<file path="config.mk">
export PLATFORM = sky130hd
export DESIGN_NAME = rgbi_capture
export DESIGN_NICKNAME = d
export VERILOG_FILES = /design/src/rtl/rgbi_capture.sv
export SDC_FILE = /design/constraint.sdc
export NUM_CORES = 1
export LEC_CHECK = 0
export CAP_MARGIN = 20
export CORE_MARGIN = 8
export CORE_UTILIZATION = 54
export DETAILED_ROUTE_END_ITERATION = 8
export GPL_TIMING_DRIVEN = 0
export PLACE_DENSITY_LB_ADDON = 0.12
export SYNTH_ARGS = -nofsm -noshare
export SYNTH_HDL_FRONTEND = slang
export SYNTH_SLANG_ARGS = --single-unit
</file>
<file path="constraint.sdc">
create_clock -name master_clock -period 1.95 [get_ports master_clock]
set_input_delay 0.39 -clock master_clock [delete_from_list [all_inputs] [get_ports master_clock]]
set_output_delay 0.39 -clock master_clock [all_outputs]
set_load 0.1 [all_outputs]
</file>
<file path="src/rtl/rgbi_capture.sv">
// RGBI video capture: locks to hsync/vsync, packs two RGBI pixels per byte and
// streams one frame into a framebuffer through a 4-deep {addr,data} write FIFO.
module rgbi_capture #(
   parameter int H_ACTIVE_START = 116,
   parameter int H_PIXELS       = 256,
   parameter int PIXEL_DIV      = 2,
   parameter int V_ACTIVE_START = 33,
   parameter int V_LINES        = 480,
   parameter int ADDR_W         = 16
) (
   input  logic              master_clock,
   input  logic              reset_n,
   input  logic              hsync,
   input  logic              vsync,
   input  logic              red,
   input  logic              green,
   input  logic              blue,
   input  logic              intensity,
   input  logic              arm,
   output logic              busy,
   output logic              done,
   output logic              overflow,
   output logic              sync_error,
   output logic [ADDR_W-1:0] wr_addr,
   output logic [7:0]        wr_data,
   output logic              wr_valid,
   input  logic              wr_ready
);
   localparam int HC_W  = $clog2(H_ACTIVE_START + 1);
   localparam int PIX_W = $clog2(H_PIXELS + 1);
   localparam int LN_W  = $clog2(V_LINES + 1);
   localparam int VC_W  = $clog2(V_ACTIVE_START + 1);
   localparam int PH_W  = (PIXEL_DIV > 1) ? $clog2(PIXEL_DIV) : 1;

   localparam logic [HC_W-1:0]  HC_LAST  = HC_W'(H_ACTIVE_START - 1);
   localparam logic [PIX_W-1:0] PIX_LAST = PIX_W'(H_PIXELS - 1);
   localparam logic [LN_W-1:0]  LN_LAST  = LN_W'(V_LINES - 1);
   localparam logic [VC_W-1:0]  VC_LAST  = VC_W'(V_ACTIVE_START - 1);
   localparam logic [PH_W-1:0]  PH_LAST  = PH_W'(PIXEL_DIV - 1);

   typedef enum logic [2:0] {IDLE, VWAIT, VSKIP, HWAIT, ACTIVE, HLINE, DRAIN} state_t;
   typedef struct packed {
      logic [ADDR_W-1:0] addr;
      logic [7:0]        data;
   } wr_req_t;

   state_t            state, state_nxt;
   logic              hs_prev, vs_prev;
   logic [VC_W-1:0]   vcnt;
   logic [HC_W-1:0]   hcnt;
   logic [PH_W-1:0]   phase;
   logic [PIX_W-1:0]  pix;
   logic [LN_W-1:0]   line;
   logic [ADDR_W-1:0] addr;
   logic [3:0]        hi_nib;
   wr_req_t           fifo_mem [4];
   logic [1:0]        rd_ptr, wr_ptr;
   logic [2:0]        fifo_cnt;

   logic [3:0] nib;
   logic       hs_rise, vs_rise, vs_fall, in_frame, abort;
   logic       sample, push, push_ok, pop, last_pix;

   assign nib      = {red, green, blue, intensity};
   assign hs_rise  = hsync & ~hs_prev;
   assign vs_rise  = vsync & ~vs_prev;
   assign vs_fall  = ~vsync & vs_prev;
   assign in_frame = (state == VSKIP) || (state == HWAIT) || (state == ACTIVE) || (state == HLINE);
   assign abort    = in_frame && vs_fall;
   assign sample   = (state == ACTIVE) && (phase == '0);
   assign push     = sample && pix[0];
   assign last_pix = (pix == PIX_LAST);
   assign pop      = (fifo_cnt != 3'd0) && wr_ready;
   // A full FIFO still accepts when the head leaves on the same edge.
   assign push_ok  = push && ((fifo_cnt != 3'd4) || pop);

   always_ff @(posedge master_clock or negedge reset_n) begin
      if (!reset_n) state <= IDLE;
      else          state <= state_nxt;
   end

   always_comb begin
      state_nxt = state;
      case (state)
         IDLE:   if (arm) state_nxt = VWAIT;
         VWAIT:  if (vs_rise) state_nxt = VSKIP;
         VSKIP:  if (abort) state_nxt = IDLE;
                 else if (hs_rise && vcnt == VC_LAST) state_nxt = HWAIT;
         HWAIT:  if (abort) state_nxt = IDLE;
                 else if (hcnt == HC_LAST) state_nxt = ACTIVE;
         ACTIVE: if (abort) state_nxt = IDLE;
                 else if (sample && last_pix) state_nxt = (line == LN_LAST) ? DRAIN : HLINE;
         HLINE:  if (abort) state_nxt = IDLE;
                 else if (hs_rise) state_nxt = HWAIT;
         DRAIN:  if (fifo_cnt == 3'd0) state_nxt = IDLE;
         default: state_nxt = IDLE;
      endcase
   end

   always_comb begin
      busy     = (state != IDLE);
      wr_valid = (fifo_cnt != 3'd0);
      wr_addr  = fifo_mem[rd_ptr].addr;
      wr_data  = fifo_mem[rd_ptr].data;
      done     = (state == DRAIN) && pop && (fifo_cnt == 3'd1);
   end

   always_ff @(posedge master_clock or negedge reset_n) begin
      if (!reset_n) begin
         hs_prev    <= 1'b1;
         vs_prev    <= 1'b1;
         vcnt       <= '0;
         hcnt       <= '0;
         phase      <= '0;
         pix        <= '0;
         line       <= '0;
         addr       <= '0;
         hi_nib     <= '0;
         overflow   <= 1'b0;
         sync_error <= 1'b0;
         rd_ptr     <= '0;
         wr_ptr     <= '0;
         fifo_cnt   <= '0;
         for (int i = 0; i < 4; i++) fifo_mem[i] <= '0;
      end else begin
         hs_prev <= hsync;
         vs_prev <= vsync;
         if (state == IDLE && arm) begin
            overflow   <= 1'b0;
            sync_error <= 1'b0;
            line       <= '0;
            addr       <= '0;
         end
         if (abort) sync_error <= 1'b1;

         if (state == VWAIT)                vcnt <= '0;
         else if (state == VSKIP && hs_rise) vcnt <= vcnt + 1'b1;

         // hcnt equals the cycle index since the hsync rise that opened the line.
         if (hs_rise && (state == VSKIP || state == HLINE)) hcnt <= HC_W'(1);
         else if (state == HWAIT)                           hcnt <= hcnt + 1'b1;

         if (state == HWAIT) begin
            phase <= '0;
            pix   <= '0;
         end else if (state == ACTIVE) begin
            phase <= (phase == PH_LAST) ? '0 : phase + 1'b1;
            if (sample) begin
               pix <= pix + 1'b1;
               if (!pix[0]) hi_nib <= nib;
               if (last_pix) line <= line + 1'b1;
            end
         end

         if (push) addr <= addr + 1'b1;

         if (abort) begin
            rd_ptr   <= '0;
            wr_ptr   <= '0;
            fifo_cnt <= '0;
         end else begin
            if (pop) rd_ptr <= rd_ptr + 1'b1;
            if (push_ok) begin
               fifo_mem[wr_ptr] <= '{addr: addr, data: {hi_nib, nib}};
               wr_ptr <= wr_ptr + 1'b1;
            end else if (push) begin
               overflow <= 1'b1;
            end
            case ({push_ok, pop})
               2'b10:   fifo_cnt <= fifo_cnt + 1'b1;
               2'b01:   fifo_cnt <= fifo_cnt - 1'b1;
               default: fifo_cnt <= fifo_cnt;
            endcase
         end
      end
   end
endmodule

</file>
==> impl_metrics.py <==
metrics = {
    "critical_path": {
        "timing.critical_path.arrival_ps": 1840,
        "start_of_the_worst_register_to_register_path": "state[1]",
        "r2r-end": "state[2]",
        "crit_required_ps": 1560,
        "reg2reg_slack_ps": -130,
        "critPathLaunchType": "register",
        "cp-end-kind": "primary output",
        "critPathMaxFanout": 9,
        "worst_path_class_setup": "reg -> out",
        "worstRegToRegCells": 6,
    },
    "sta": {
        "finalCritPeriodShare_pct": 114.2,
        "setup_viol_count_final": 124,
        "rsz0062_at_grt": "yes",
        "worst_pin_slew_ps": 708.1,
        "timing.fmax_ghz": 0.4490,
        "finalHoldViolCount": 0,
        "whs_ps": 428.6,
        "post-route-worst-setup-slack_ps": -277.4,
        "clock_skew_ps": 5.678,
        "timing_max_transition_violations_final": 0,
        "min_period_ps": 2227,
        "max_slew_margin_pct": 52.79,
    },
    "global_route": {
        "groute.usage.overall_pct": 20.31,
        "largest_net_degree_at_the_start_of_global_routing": 93,
        "grt_first_pass_wirelength_mm": 29.34,
        "grt_antenna_before_repair": 0,
        "grt_pass1_vias": 5582,
        "grt-ovfl-total": 0,
    },
    "detailed_routing": {
        "routed-via-count": 5289,
        "detail-route-antenna-nets": 0,
        "drc": 0,
        "routedWlPerCell_um": 20.10,
        "first_iter_violations": 359,
        "viasPerCell": 5.812,
        "wirelength_mm": 18.30,
        "firstDrtPassIters": 4,
    },
    "hold_path": {
        "holdCritStartpoint": "hsync",
        "min_path_type": "in -> reg",
        "hold_path_cell_cnt": 1,
        "worst_hold_path.endpoint": "hs_prev",
    },
    "synthesis": {
        "yosys-top-cells-area": "sky130_fd_sc_hd__dfrtp_1 52%, sky130_fd_sc_hd__mux2_2 15%, sky130_fd_sc_hd__mux4_2 7.0%",
        "post-synth-top-area-fraction_pct": 51.64,
        "mappedNetlistNets": 630,
        "seq_area_frac_synth_pct": 52.32,
        "synth_compound_gate_area_share_pct": 4.970,
        "main_synth_ff_type": "sky130_fd_sc_hd__dfrtp_1",
        "synth_area_leader_cell": "sky130_fd_sc_hd__dfrtp_1",
        "ys_ff_latch": 162,
        "synth.lib_cells_used.distinct": 61,
        "synth.cell_area_um2": 7754,
        "synthAdderAreaFrac_pct": 2.582,
        "postSynthCellCount": 604,
        "post_synth_and_or_nand_nor_area_fraction_pct": 11.89,
        "synth_area_per_cell_um2": 12.84,
        "async_flop_share_pct": 100.0,
        "number_of_enable_flip_flop_cells_after_synthesis": 0,
        "synth_top_family_by_area": "multiplexers",
        "ys.warnings.count": 0,
        "yosys.area_share.xor_xnor_pct": 2.259,
        "yosys-mux-area-fraction_pct": 23.06,
    },
    "layout": {
        "antenna_cells_inserted": 0,
        "num-nets-final": 743,
        "layout_commonest_cell": "sky130_fd_sc_hd__dfrtp_1",
        "filler_cell_count": 852,
        "layout-drive-gt1-share_pct": 45.89,
        "final_cell_mix": "154 x sky130_fd_sc_hd__dfrtp_1, 94 x sky130_fd_sc_hd__mux2_2, 40 x sky130_fd_sc_hd__nand2_1, 38 x sky130_fd_sc_hd__buf_6, 33 x sky130_fd_sc_hd__buf_4",
        "flow.area_growth_from_synthesis_pct": 33.77,
        "postLayoutCellArea_um2": 10370,
    },
    "cts": {
        "clk_root_buffer_cell": "sky130_fd_sc_hd__clkbuf_16",
        "clkSlewWorstSetupHoldPaths_ps": 60,
        "cts_inserted_buffers": 17,
        "clock_sink_count": 162,
        "cts_max_path_buffers": 2,
        "tritoncts_clock_tree": "yes",
        "cts_max_level": 4,
        "insertion_delay_ps": 420,
    },
    "floorplan": {
        "fp.dieArea_um2": 18450,
        "die_width_um": 135.8,
        "top_level_ports": 39,
        "core_region_area_um2": 13930,
        "placementRows": 43,
        "die_height_um": 135.8,
        "initial_utilization_pct": 55.64,
    },
    "placed_design": {
        "gp_routability_congestion": 0.8781,
        "dp_area_um2": 8454,
        "port_buffers": 38,
        "place_hpwl_mm": 10.55,
        "pre_cts_slack_ps": -1272,
    },
    "run": {
        "cap_violations": 0,
    },
    "power_and_ir_drop": {
        "irDropWorstVdd_mv": 1.355,
        "p_leak_nw": 4.854,
        "p_total_mw": 14.46,
        "pwr_density_cell_nw_per_um2": 1394,
    },
    "run_status": {
        "violated_checks": "setup timing",
        "outcome": "finished with violations",
    },
}
==> power by group <==
| group | leakage [nW] | internal, mW | switching [mW] |
|---|---|---|---|
| logic | 2.36 | 2.59 | 3.49 |
| registers | 2.19 | 4.09 | 0.638 |
| clock network | 0.309 | 2.31 | 1.33 |
==> what timing repair did <==
action | 4_1_cts | 5_1_grt
hold buffers | 1 | 0
setup buffers | 37 | 16
pin swaps | 15 | 24
resized for setup | 282 | 75
gates cloned | 7 | 1
setup endpoints to repair | 146 | 156
hold endpoints to repair | 14 | 0
==> cells in the mapped netlist (all sizes together) (2+ instances only) <==
library cell / instances
a211oi: 2
mux4: 24
and2: 5
xor2: 12
nand4: 9
buf: 20
o41ai: 2
a31oi: 5
and3b: 2
nor3: 7
nand3b: 6
o31ai: 2
nand3: 24
or3: 3
and3: 6
nor2: 39
nand2: 50
nand2b: 7
ha: 16
a21oi: 10
dfstp: 2
and4: 2
mux2i: 11
nor2b: 4
dfrtp: 160
mux2: 101
nand4b: 2
clkbuf: 10
a21o: 2
o211ai: 2
o311ai: 2
o21ai: 22
xnor2: 8
inv: 10
==> state kept, by name (all words and copies together), names as in the netlist, 3 cells and up <==
signal    flops
state         3
vcnt          6
hcnt          7
fifo_mem     96
addr         16
hi_nib        4
fifo_cnt      3
pix           9
line          9
==> cells by family after synthesis <==
| logic type | after synthesis |
|---|---|
| multiplexers | 136 |
| flip-flops | 162 |
| AO/OA/AOI/OAI | 59 |
| AND/OR/NAND/NOR | 171 |
| buffers and inverters | 40 |
| XOR/XNOR | 20 |
| adder cells (fa/ha/maj) | 16 |
==> area by class of cell <==
cell class                      count  area, µm²  share of cell area (%)
Timing Repair Buffer               98       1191                   11.48
Tap cell                          180      225.2                   2.171
Buffer                             26      349.1                   3.366
Clock inverter                      8      147.6                   1.423
Clock buffer                       24      501.7                   4.837
Sequential cell                   162       4064                   39.18
Multi-Input combinational cell    402       3856                   37.18
Inverter                           10      37.54                  0.3619
==> worst max path at each step <==
stage                 from     endpoint  slack [ps]  cells past startpoint
2_1_floorplan  fifo_cnt[0]         done        -190                      5
3_3_place_gp       reset_n       pix[0]       -6380                      1
3_5_place_dp     rd_ptr[1]  wr_addr[12]       -1270                      4
4_1_cts          rd_ptr[0]  wr_addr[13]        -320                      4
5_1_grt          rd_ptr[0]  wr_addr[12]        -320                      4
6_report         rd_ptr[0]  wr_addr[12]        -280                      4
==> per-layer routing <==
| layer | track usage [%] | up-vias | part of all wire (%) |
|---|---|---|---|
| met5 | 0 | - | 0 |
| met4 | 6.724 | 0 | 1.9 |
| met3 | 4.502 | 25 | 3.7 |
| met2 | 34.49 | 97 | 52 |
| met1 | 25.17 | 2754 | 42 |
| li1 | - | 2413 | - |
==> worst max-delay path: stages, from the launching register on <==
cell	delay, ps
sky130_fd_sc_hd__dfrtp_1	360
sky130_fd_sc_hd__clkbuf_16	170
sky130_fd_sc_hd__buf_12	150
sky130_fd_sc_hd__mux4_2	520
sky130_fd_sc_hd__buf_6	200
==> per-stage QoR <==
stage | utilization (%) | TNS, ps | std cells
after floorplan | - | -194.6 | 604
after global placement | 60.47 | -1000950 | 822
after detailed placement | 60.67 | -71500 | 823
after CTS | 71.79 | -7707 | 898
after global routing | 74.44 | -22950 | 910
final | 74.44 | -10650 | 910
No activity file was read; power rests on OpenSTA's default activity.
